--- src/rtl/div_arbiter.sv ---
// Round-robin front end that shares one sequential signed divider among NREQ clients.
// Drives the divider's level en/done handshake and returns a tagged one-cycle result.
module div_arbiter #(
  parameter int NREQ      = 4,
  parameter int IDW       = 2,
  parameter int TO_CYCLES = 200
) (
  input  logic                 clk,
  input  logic                 nrst,
  input  logic [NREQ-1:0]      req_valid,
  output logic [NREQ-1:0]      req_ready,
  input  logic [32*NREQ-1:0]   req_opA,
  input  logic [32*NREQ-1:0]   req_opB,
  output logic [NREQ-1:0]      resp_valid,
  output logic [31:0]          resp_res,
  output logic [IDW-1:0]       resp_id,
  output logic                 div_en,
  output logic [31:0]          div_opA,
  output logic [31:0]          div_opB,
  input  logic                 div_done,
  input  logic [31:0]          div_res,
  output logic                 busy,
  output logic                 timeout_err
);

  // state | meaning
  // IDLE  | no operation; grant the round-robin winner
  // ARM   | en high, waiting for the divider to drop done
  // RUN   | en high, waiting for done to rise with the quotient
  // RESP  | en low, one-cycle response pulse to the owner
  localparam logic [1:0] S_IDLE = 2'd0;
  localparam logic [1:0] S_ARM  = 2'd1;
  localparam logic [1:0] S_RUN  = 2'd2;
  localparam logic [1:0] S_RESP = 2'd3;

  localparam int TW = $clog2(TO_CYCLES + 1);

  logic [1:0]     state;
  logic [IDW-1:0] ptr;
  logic [IDW-1:0] id;
  logic [IDW-1:0] win;
  logic [IDW-1:0] cand;
  logic [TW-1:0]  tmr;
  logic [31:0]    win_opA;
  logic [31:0]    win_opB;
  logic           any_req;
  logic           tmr_tc;

  assign any_req = |req_valid;
  assign tmr_tc  = (tmr == '0);
  assign div_en  = (state == S_ARM) || (state == S_RUN);
  assign busy    = (state != S_IDLE);

  // Walk downward so the lowest offset from ptr+1 is the last, winning, assignment.
  always_comb begin
    win  = ptr;
    cand = '0;
    for (int k = NREQ; k >= 1; k--) begin
      cand = IDW'((int'(ptr) + k) % NREQ);
      if (req_valid[cand]) win = cand;
    end
  end

  always_comb begin
    win_opA = '0;
    win_opB = '0;
    for (int i = 0; i < NREQ; i++) begin
      if (win == IDW'(i)) begin
        win_opA = req_opA[32*i +: 32];
        win_opB = req_opB[32*i +: 32];
      end
    end
  end

  always_comb begin
    req_ready = '0;
    if (state == S_IDLE && any_req) req_ready[win] = 1'b1;
  end

  always_comb begin
    resp_valid = '0;
    if (state == S_RESP) resp_valid[id] = 1'b1;
  end

  // The timeout timer is loaded on accept and counts down through ARM and RUN.
  always_ff @(posedge clk or negedge nrst) begin
    if (!nrst) begin
      state       <= S_IDLE;
      ptr         <= IDW'(NREQ - 1);
      id          <= '0;
      tmr         <= '0;
      div_opA     <= '0;
      div_opB     <= '0;
      resp_res    <= '0;
      resp_id     <= '0;
      timeout_err <= 1'b0;
    end else begin
      case (state)
        S_IDLE: begin
          if (any_req) begin
            div_opA <= win_opA;
            div_opB <= win_opB;
            id      <= win;
            ptr     <= win;
            tmr     <= TW'(TO_CYCLES - 1);
            state   <= S_ARM;
          end
        end
        S_ARM: begin
          if (tmr_tc) begin
            timeout_err <= 1'b1;
            resp_res    <= '0;
            resp_id     <= id;
            state       <= S_RESP;
          end else begin
            tmr <= tmr - 1'b1;
            if (!div_done) state <= S_RUN;
          end
        end
        S_RUN: begin
          if (div_done) begin
            resp_res <= div_res;
            resp_id  <= id;
            state    <= S_RESP;
          end else if (tmr_tc) begin
            timeout_err <= 1'b1;
            resp_res    <= '0;
            resp_id     <= id;
            state       <= S_RESP;
          end else begin
            tmr <= tmr - 1'b1;
          end
        end
        S_RESP:  state <= S_IDLE;
        default: state <= S_IDLE;
      endcase
    end
  end

endmodule

--- config.mk ---
export PLATFORM = sky130hd
export DESIGN_NAME = div_arbiter
export DESIGN_NICKNAME = d
export VERILOG_FILES = /design/src/rtl/div_arbiter.sv
export SDC_FILE = /design/constraint.sdc
export NUM_CORES = 1
export LEC_CHECK = 0
export BUFFER_PORTS_ARGS = -buffer_cell sky130_fd_sc_hd__buf_2
export CAP_MARGIN = 20
export CORE_ASPECT_RATIO = 2
export CORE_MARGIN = 1
export CORE_UTILIZATION = 25
export CTS_BUF_LIST = sky130_fd_sc_hd__clkbuf_2 sky130_fd_sc_hd__clkbuf_4 sky130_fd_sc_hd__clkbuf_8
export DETAILED_ROUTE_END_ITERATION = 6
export GPL_ROUTABILITY_DRIVEN = 0
export GPL_TIMING_DRIVEN = 1
export PLACE_DENSITY = 0.56
export SYNTH_ARGS = -nofsm -noshare
export SYNTH_HDL_FRONTEND = slang
export SYNTH_SLANG_ARGS = --single-unit
--- constraint.sdc ---
create_clock -name clk -period 2.2 [get_ports clk]
set_clock_uncertainty 0.05 [all_clocks]
set_input_delay 0.44 -clock clk [delete_from_list [all_inputs] [get_ports clk]]
set_output_delay 0.44 -clock clk [all_outputs]
set_load 0.005 [all_outputs]
==> impl_results.md, run 1 <==
* Post-Layout Cell Count at 1,323
* Initial antenna violation count at 2
* CP Launch Type: flop
* 1st-iter DRT viols at 230
* Cell Area, Synth at just over 6000 um^2
* Distinct cells, synth at 50
* Worst path slowest cell: dfstp_2
* Run status: finished, violations left
* Total GRT Usage at 0.1706
* Fin. Hold Viols at 0
* Die Area at 25,470 um^2
* Pleak at 5.162 nW
* Mean Syn Cell Area at between 10 and 15 um^2
* Fin crit period at ~2400 ps
* Critical path class: reg2out
* Final setup violation count at 39
* Post-Syn Nets at between 800 and 900
* Maximum vdd drop at between 600 and 700 uV
* CTS buffer count at 17
* Row Count at about 80
* Part of the power in the clock network at 0.157
* CTS tree: done
* Fin crit share at 1.092
* Via density at between 4 and 5
* Remaining antenna violation count after routing at 0
* CTS sink count at 113
* Gr ovfl total at 0
* Seq cells post-synth at 113
* Slew HR at 0.6259
* Vias at around 6,200
* Top FF cell, synth: dfrtp_1
* Power density cells at around 1400 nW/um^2
* Comb pwr share at 0.570
* Seq/Total Area, Yosys at 0.4566
* Avg WL per Cell at 17.33 um
* First-pass DRT Iterations at 4
* DRC errors left at 0
* Slowest cell delay on critical path at 590 ps
* Failing checks: setup timing
* Sw power at 5.214 mW
* Starting density of the core at 0.2538
* Core area at between 20,000 and 25,000 um^2
* EDFF count, synth at 0
* I/O pin total at around 400
* RSZ-0062 raised after global routing: yes
* Final Max Tran Viols at 0
* Cells along the critical path: buf_6 > nand3b_1 > a31oi_4 > buf_12 > buf_8 > nor2_4 > buf_2
* Root Driver: clkbuf_8
* HP Class: in2reg
* Ys async rst share at 1.000
* Clock buffer depth at 2
* Setup WS post-layout at -203.5 ps
* Max-cap violations at 0
* Largest net degree at the start of global routing at 67
* Critical path endpoint category: output pin
* Die H at 224.7 um
* Hpwl dp at around 17,000 um
* F_max at about 420 MHz
* First-pass GRT wire length at 32,450 um
* Synth warn at 0
* Worst-Skew Late Latency at about 470 ps
* Area Overhead vs Synth at 57.04%
* Share of cells above drive strength 1 at 0.5545
* Worst EP arrival at between 1500 and 2000 ps
* Place WS at -18.04 ps
* Slew @ Worst Pin at 556.1 ps
* Nets at approximately 1,300
* CP max FO at 5
* Drt total wl at 22,930 um
* Internal at 8.190 mW
* Htree depth at 4
* Fill count at roughly 2,500
* Worst path required time at between 1500 and 2000 ps
* Worst-path clk slew at roughly 80 ps
* Port bufs at 403
* Vias in the first global route at 6,188
* Die width at between 100 and 150 um
* Dpl cells at approximately 1,300
* Post-synthesis cell count at 544
* Seq pwr share at 0.272
* Net Sw Frac at 0.3890
==> final cells by class <==
| class | instances | area (um^2) | area share |
|---|---|---|---|
| multi-input combinational | 379 | 3276 | 0.3365 |
| sequential | 113 | 2830 | 0.2907 |
| timing repair buffer | 459 | 2763 | 0.2838 |
| tap | 332 | 415.4 | 0.04267 |
| clock buffer | 17 | 234.0 | 0.02404 |
| clock inverter | 15 | 182.7 | 0.01877 |
| inverter | 7 | 31.28 | 0.003213 |
| antenna | 1 | 2.502 | 0.0002571 |
==> power by group through the flow <==
stage	Sequential [mW]	Combinational, mW	Clock (mW)
3_5_place_dp	3.65	6.61	0
6_report	3.65	7.65	2.11
4_1_cts	3.64	6.96	2.20
3_3_place_gp	3.64	6.53	0
2_1_floorplan	3.67	3.88	0
5_1_grt	3.76	8.24	2.26
==> cells by family (layout without fill, tap and decap cells) <==
logic type      count (synthesis)  after routing  share of synthesized area
compound gates                117            117                     0.1595
mux                           138            138                     0.2255
simple gates                  119            119                    0.09346
buf+inv                        52            498                    0.05491
fa+ha+maj                       5              5                    0.01009
flops                         113            113                     0.4566
other cells                     0              1                          0
==> worst paths after layout <==
kind | from | end | slack (ps) | depth (start not counted)
min in group asynchronous | nrst | state[1] | 430 | 3
worst min-delay path | div_res[22] | resp_res[22] | 130 | 2
worst max register to register | ptr[1] | div_opA[9] | -120 | 10
worst min register to register | div_opA[19] | div_opA[19] | 430 | 2
max in group asynchronous | nrst | ptr[1] | 1310 | 3
worst max-delay path | ptr[1] | req_ready[0] | -200 | 7
==> cell usage in the layout (no fill, tap or decap), types with 6 or more instances in the layout <==
master	count
a22o_1	30
buf_12	13
buf_2	402
buf_4	27
buf_6	6
clkbuf_8	17
dfrtp_1	111
mux2i_1	111
mux2i_2	14
mux2i_4	6
nand2_1	75
o221ai_1	59
==> cell usage after synthesis (3+ instances only) <==
cell,number,area (um^2)
mux2i_1,131,1311
dfrtp_1,111,2778
nand2_1,76,285.3
o221ai_1,64,560.5
a22o_1,30,262.8
buf_4,16,120.1
buf_2,13,65.06
clkbuf_1,9,33.78
nor2_1,8,30.03
inv_1,7,26.28
nand2b_1,6,37.54
ha_1,5,62.56
mux2_2,4,45.04
o31ai_1,4,30.03
or4_1,4,30.03
buf_8,3,45.04
nor3_1,3,15.01
o21ai_0,3,15.01
==> layer usage <==
metal	track usage	share of wire	wire length, um
met1	0.1740	0.36	8351
met2	0.3259	0.56	12900
met3	0.03422	0.043	995
met4	0.07980	0.029	676
met5	0	0.00044	10
==> state kept, by name (all words and copies together) (netlist names) <==
register / cells
id: 2
resp_id: 2
resp_res: 32
div_opB: 32
timeout_err: 1
div_opA: 32
state: 2
tmr: 8
ptr: 2
==> per-stage QoR <==
step | utilization | hold slack (ps) | TNS (ps) | cell area [um^2] | power (mW)
floorplan | - | 94.41 | 0 | 6198 | 7.556
global placement | 0.3596 | 412.5 | 0 | 8782 | 10.17
detailed placement | 0.3596 | 412.1 | -18.04 | 8782 | 10.26
CTS | 0.3833 | 75.26 | -918.1 | 9361 | 12.80
global route | 0.3985 | 105.7 | -7621 | 9734 | 14.25
finish | 0.3985 | 131.6 | -3280 | 9734 | 13.40
==> repair_timing <==
action,4_1_cts,5_1_grt
hold endpoints to repair,111,0
cloned,1,3
pin swaps,6,11
hold buffers,1,0
resized for setup,17,57
setup endpoints to repair,5,57
setup buffers,6,4
==> critical path: cells and delay by family, from the launching register on <==
kind,cells,cell delay [ps]
DFF,1,590
buffers and inverters,4,470
AOI/OAI and AO/OA,1,240
and+or+nand+nor,2,140
Note: power is estimated with default switching activity, not from simulation.
==> run 2: changes to the inputs <==
- CAP_MARGIN: 20 -> 5
- CORE_AREA: not set -> 2 2 158 160
- CORE_ASPECT_RATIO: 2 -> not set
- CORE_MARGIN: 1 -> not set
- CORE_UTILIZATION: 25 -> not set
- DIE_AREA: not set -> 0 0 160 162
- PLACE_DENSITY: 0.56 -> 0.57
==> run 2 against run 1 <==
The run still ends with setup timing left. Non-clock buffer count up 5. Setup slack better by 24 ps. Die area up 1.8%. Clock power down 5%. Highest routed layer is now met4.
==> impl_results.md, run 2 (synthesized netlist as in run 1, its figures left out) <==
* Share of cells above drive strength 1 at 0.5453 (-0.009274)
* Fin crit period at 2380 ps (-23.92 ps)
* Die Area at 25,920 um^2 (+1.8%)
* Critical path class: reg2out
* Slew @ Worst Pin at 652.1 ps (+96.02 ps)
* Pleak at 5.181 nW (+0.37%)
* Vias in the first global route at 6,134 (-0.87%)
* Root Driver: clkbuf_8
* First-pass GRT wire length at 33,490 um (+3.2%)
* Row Count at 57 (-30%)
* Met3 GRT Util at 0.04392 (+0.009700)
* Place WS at 70.86 ps (+88.90 ps)
* Core area at 24,110 um^2 (-1.3%)
* Hold WS at 41.61 ps (-89.97 ps)
* Largest net degree at the start of global routing at 114 (+70%)
* Fill count at 2,400 (-4.3%)
* Setup WS post-layout at -179.6 ps (+23.92 ps)
* Htree depth at 4 (unchanged)
* Most frequent cells in the layout: 402 x buf_2, 119 x mux2i_1, 111 x dfrtp_1, 74 x nand2_1, 61 x o221ai_1
* Fin crit share at 1.082 (-0.01087)
* Failing checks: setup timing
* Worst-Skew Late Latency at 440 ps (-30 ps)
* Design area at 9664 um^2 (-0.72%)
* Vias at 6,133 (-1.6%)
* Fin. Hold Viols at 0 (unchanged)
* DRC errors left at 0 (unchanged)
* Clock buffer depth at 2 (unchanged)
* Nets at 1,282 (+0.39%)
* First-pass DRT Iterations at 4 (unchanged)
* Reg2reg start: ptr[1]
* Final Max Tran Viols at 0 (unchanged)
* M1 GR Usage at 0.2037 (+0.02973)
* Run status: finished, violations left
* Worst path required time at 1710 ps (about the same)
* Slew HR at 0.5653 (-0.06059)
* Worst EP arrival at 1890 ps (-20 ps)
* Hpwl dp at 16,300 um (-3.4%)
* Maximum vdd drop at 618.7 uV (-11%)
* GRT busiest layer: met2
* CTS sink count at 113 (unchanged)
* Via density at 4.650 (-1.3%)
* CTS tree: done
* Largest registers: div_opA (32), div_opB (32), resp_res (32)
* Critical Path Source: ptr[1]
* Starting density of the core at 0.2571 (+0.003359)
* 1st-iter DRT viols at 297 (+29%)
* Critical path endpoint category: output pin
* RSZ-0062 raised after global routing: yes
* Post-Layout Cell Count at 1,319 (-0.30%)
* GR Layer Usage met2 at 0.2859 (-0.04003)
* Remaining antenna violation count after routing at 0 (unchanged)
* Power density cells at 1378 nW/um^2 (about the same)
* CP max FO at 5 (unchanged)
* Gr ovfl total at 0 (unchanged)
* I/O pin total at 404 (unchanged)
* Drt total wl at 23,090 um (+0.66%)
* Final setup violation count at 58 (+49%)
* CTS buffer count at 17 (unchanged)
* Dpl cells at 1,259 (-1.3%)
* Total GRT Usage at 0.1658 (-0.004775)
* HP Class: in2async
* Post-DP Area at 8675 um^2 (-1.2%)
* Setup_tns at -3634 ps (-354.8 ps)
* Die width at 160 um (+41%)
* Hold_buf cts at 0 (-1)
* Max-cap violations at 0 (unchanged)
* CP Launch Type: flop
* Port bufs at 403 (unchanged)
* Initial antenna violation count at 1 (-1)
* F_max at 420.2 MHz (+1.0%)
* Area Overhead vs Synth at 55.91%
* Die H at 162 um (-28%)
* Commonest non-fill, non-tap cell in the layout: buf_2
* Worst-path clk slew at 80 ps (about the same)
* Avg WL per Cell at 17.50 um (+0.96%)
==> run 2: changes by cell type in the layout (fill, tap and decap cells not counted), sizes merged <==
cell,delta
dlygate4sd3,-1
bufinv,-1
buf,+7
clkinv,+1
clkinvlp,-2
bufbuf,-1
inv,+1
==> run 2: power by group <==
group / leakage [nW] / switching (mW) / internal (mW) / total, mW
Clock: 0.194 / 0.986 / 1.02 / 2.00
Sequential: 1.39 / 0.566 / 3.08 / 3.64
Combinational: 3.59 / 3.65 / 4.02 / 7.67
Total: 5.18 / 5.20 / 8.12 / 13.3
==> run 2: cell type report <==
| type | instances | area [um^2] | area share |
|---|---|---|---|
| well taps | 324 | 405.4 | 0.04195 |
| clock buffers | 17 | 234.0 | 0.02421 |
| diodes | 1 | 2.502 | 0.0002589 |
| flip-flops and latches | 113 | 2830 | 0.2929 |
| clock inverters | 14 | 155.1 | 0.01605 |
| inverters | 7 | 26.28 | 0.002719 |
| repair buffers | 464 | 2798 | 0.2895 |
| multi-input cells | 379 | 3213 | 0.3325 |
==> run 2: final timing paths <==
check	cells past startpoint	end	slack (ps)
worst max-delay path	7	req_ready[0]	-180
worst max register to register	11	div_opB[20]	-130
min in group clk	2	resp_res[8]	160
max in group asynchronous	2	div_opB[26]	1580
worst min-delay path	2	resp_res[21]	40
worst min register to register	2	div_opA[7]	440
==> run 2: metrics by stage <==
stage                     utilization  total power, mW
after floorplan                     -            7.556
after global placement         0.3599            9.992
after detailed placement       0.3599            10.08
after CTS                      0.3812            12.42
after global routing           0.4008            14.23
final                          0.4009            13.32
==> run 2: layer usage <==
metal | vias to the layer above | share of wire
li1 | 2957 | -
met1 | 2874 | 0.41
met2 | 268 | 0.50
met3 | 34 | 0.061
met4 | 0 | 0.020
met5 | - | 0
==> run 2: worst max-delay path, cell delays in order, from the launching register on <==
cell and delay, ps:
dfstp_2 580, buf_4 130, nand2b_1 140, a31oi_4 120, buf_12 150, buf_4 130, nor2_1 90, buf_2 110
==> run 2: what timing repair did <==
item / 4_1_cts / 5_1_grt
cloned: 1 / 4
endpoints found under the setup margin: 4 / 64
pin swaps: 3 / 8
buffers inserted: 6 / 17
gates resized for setup: 14 / 44
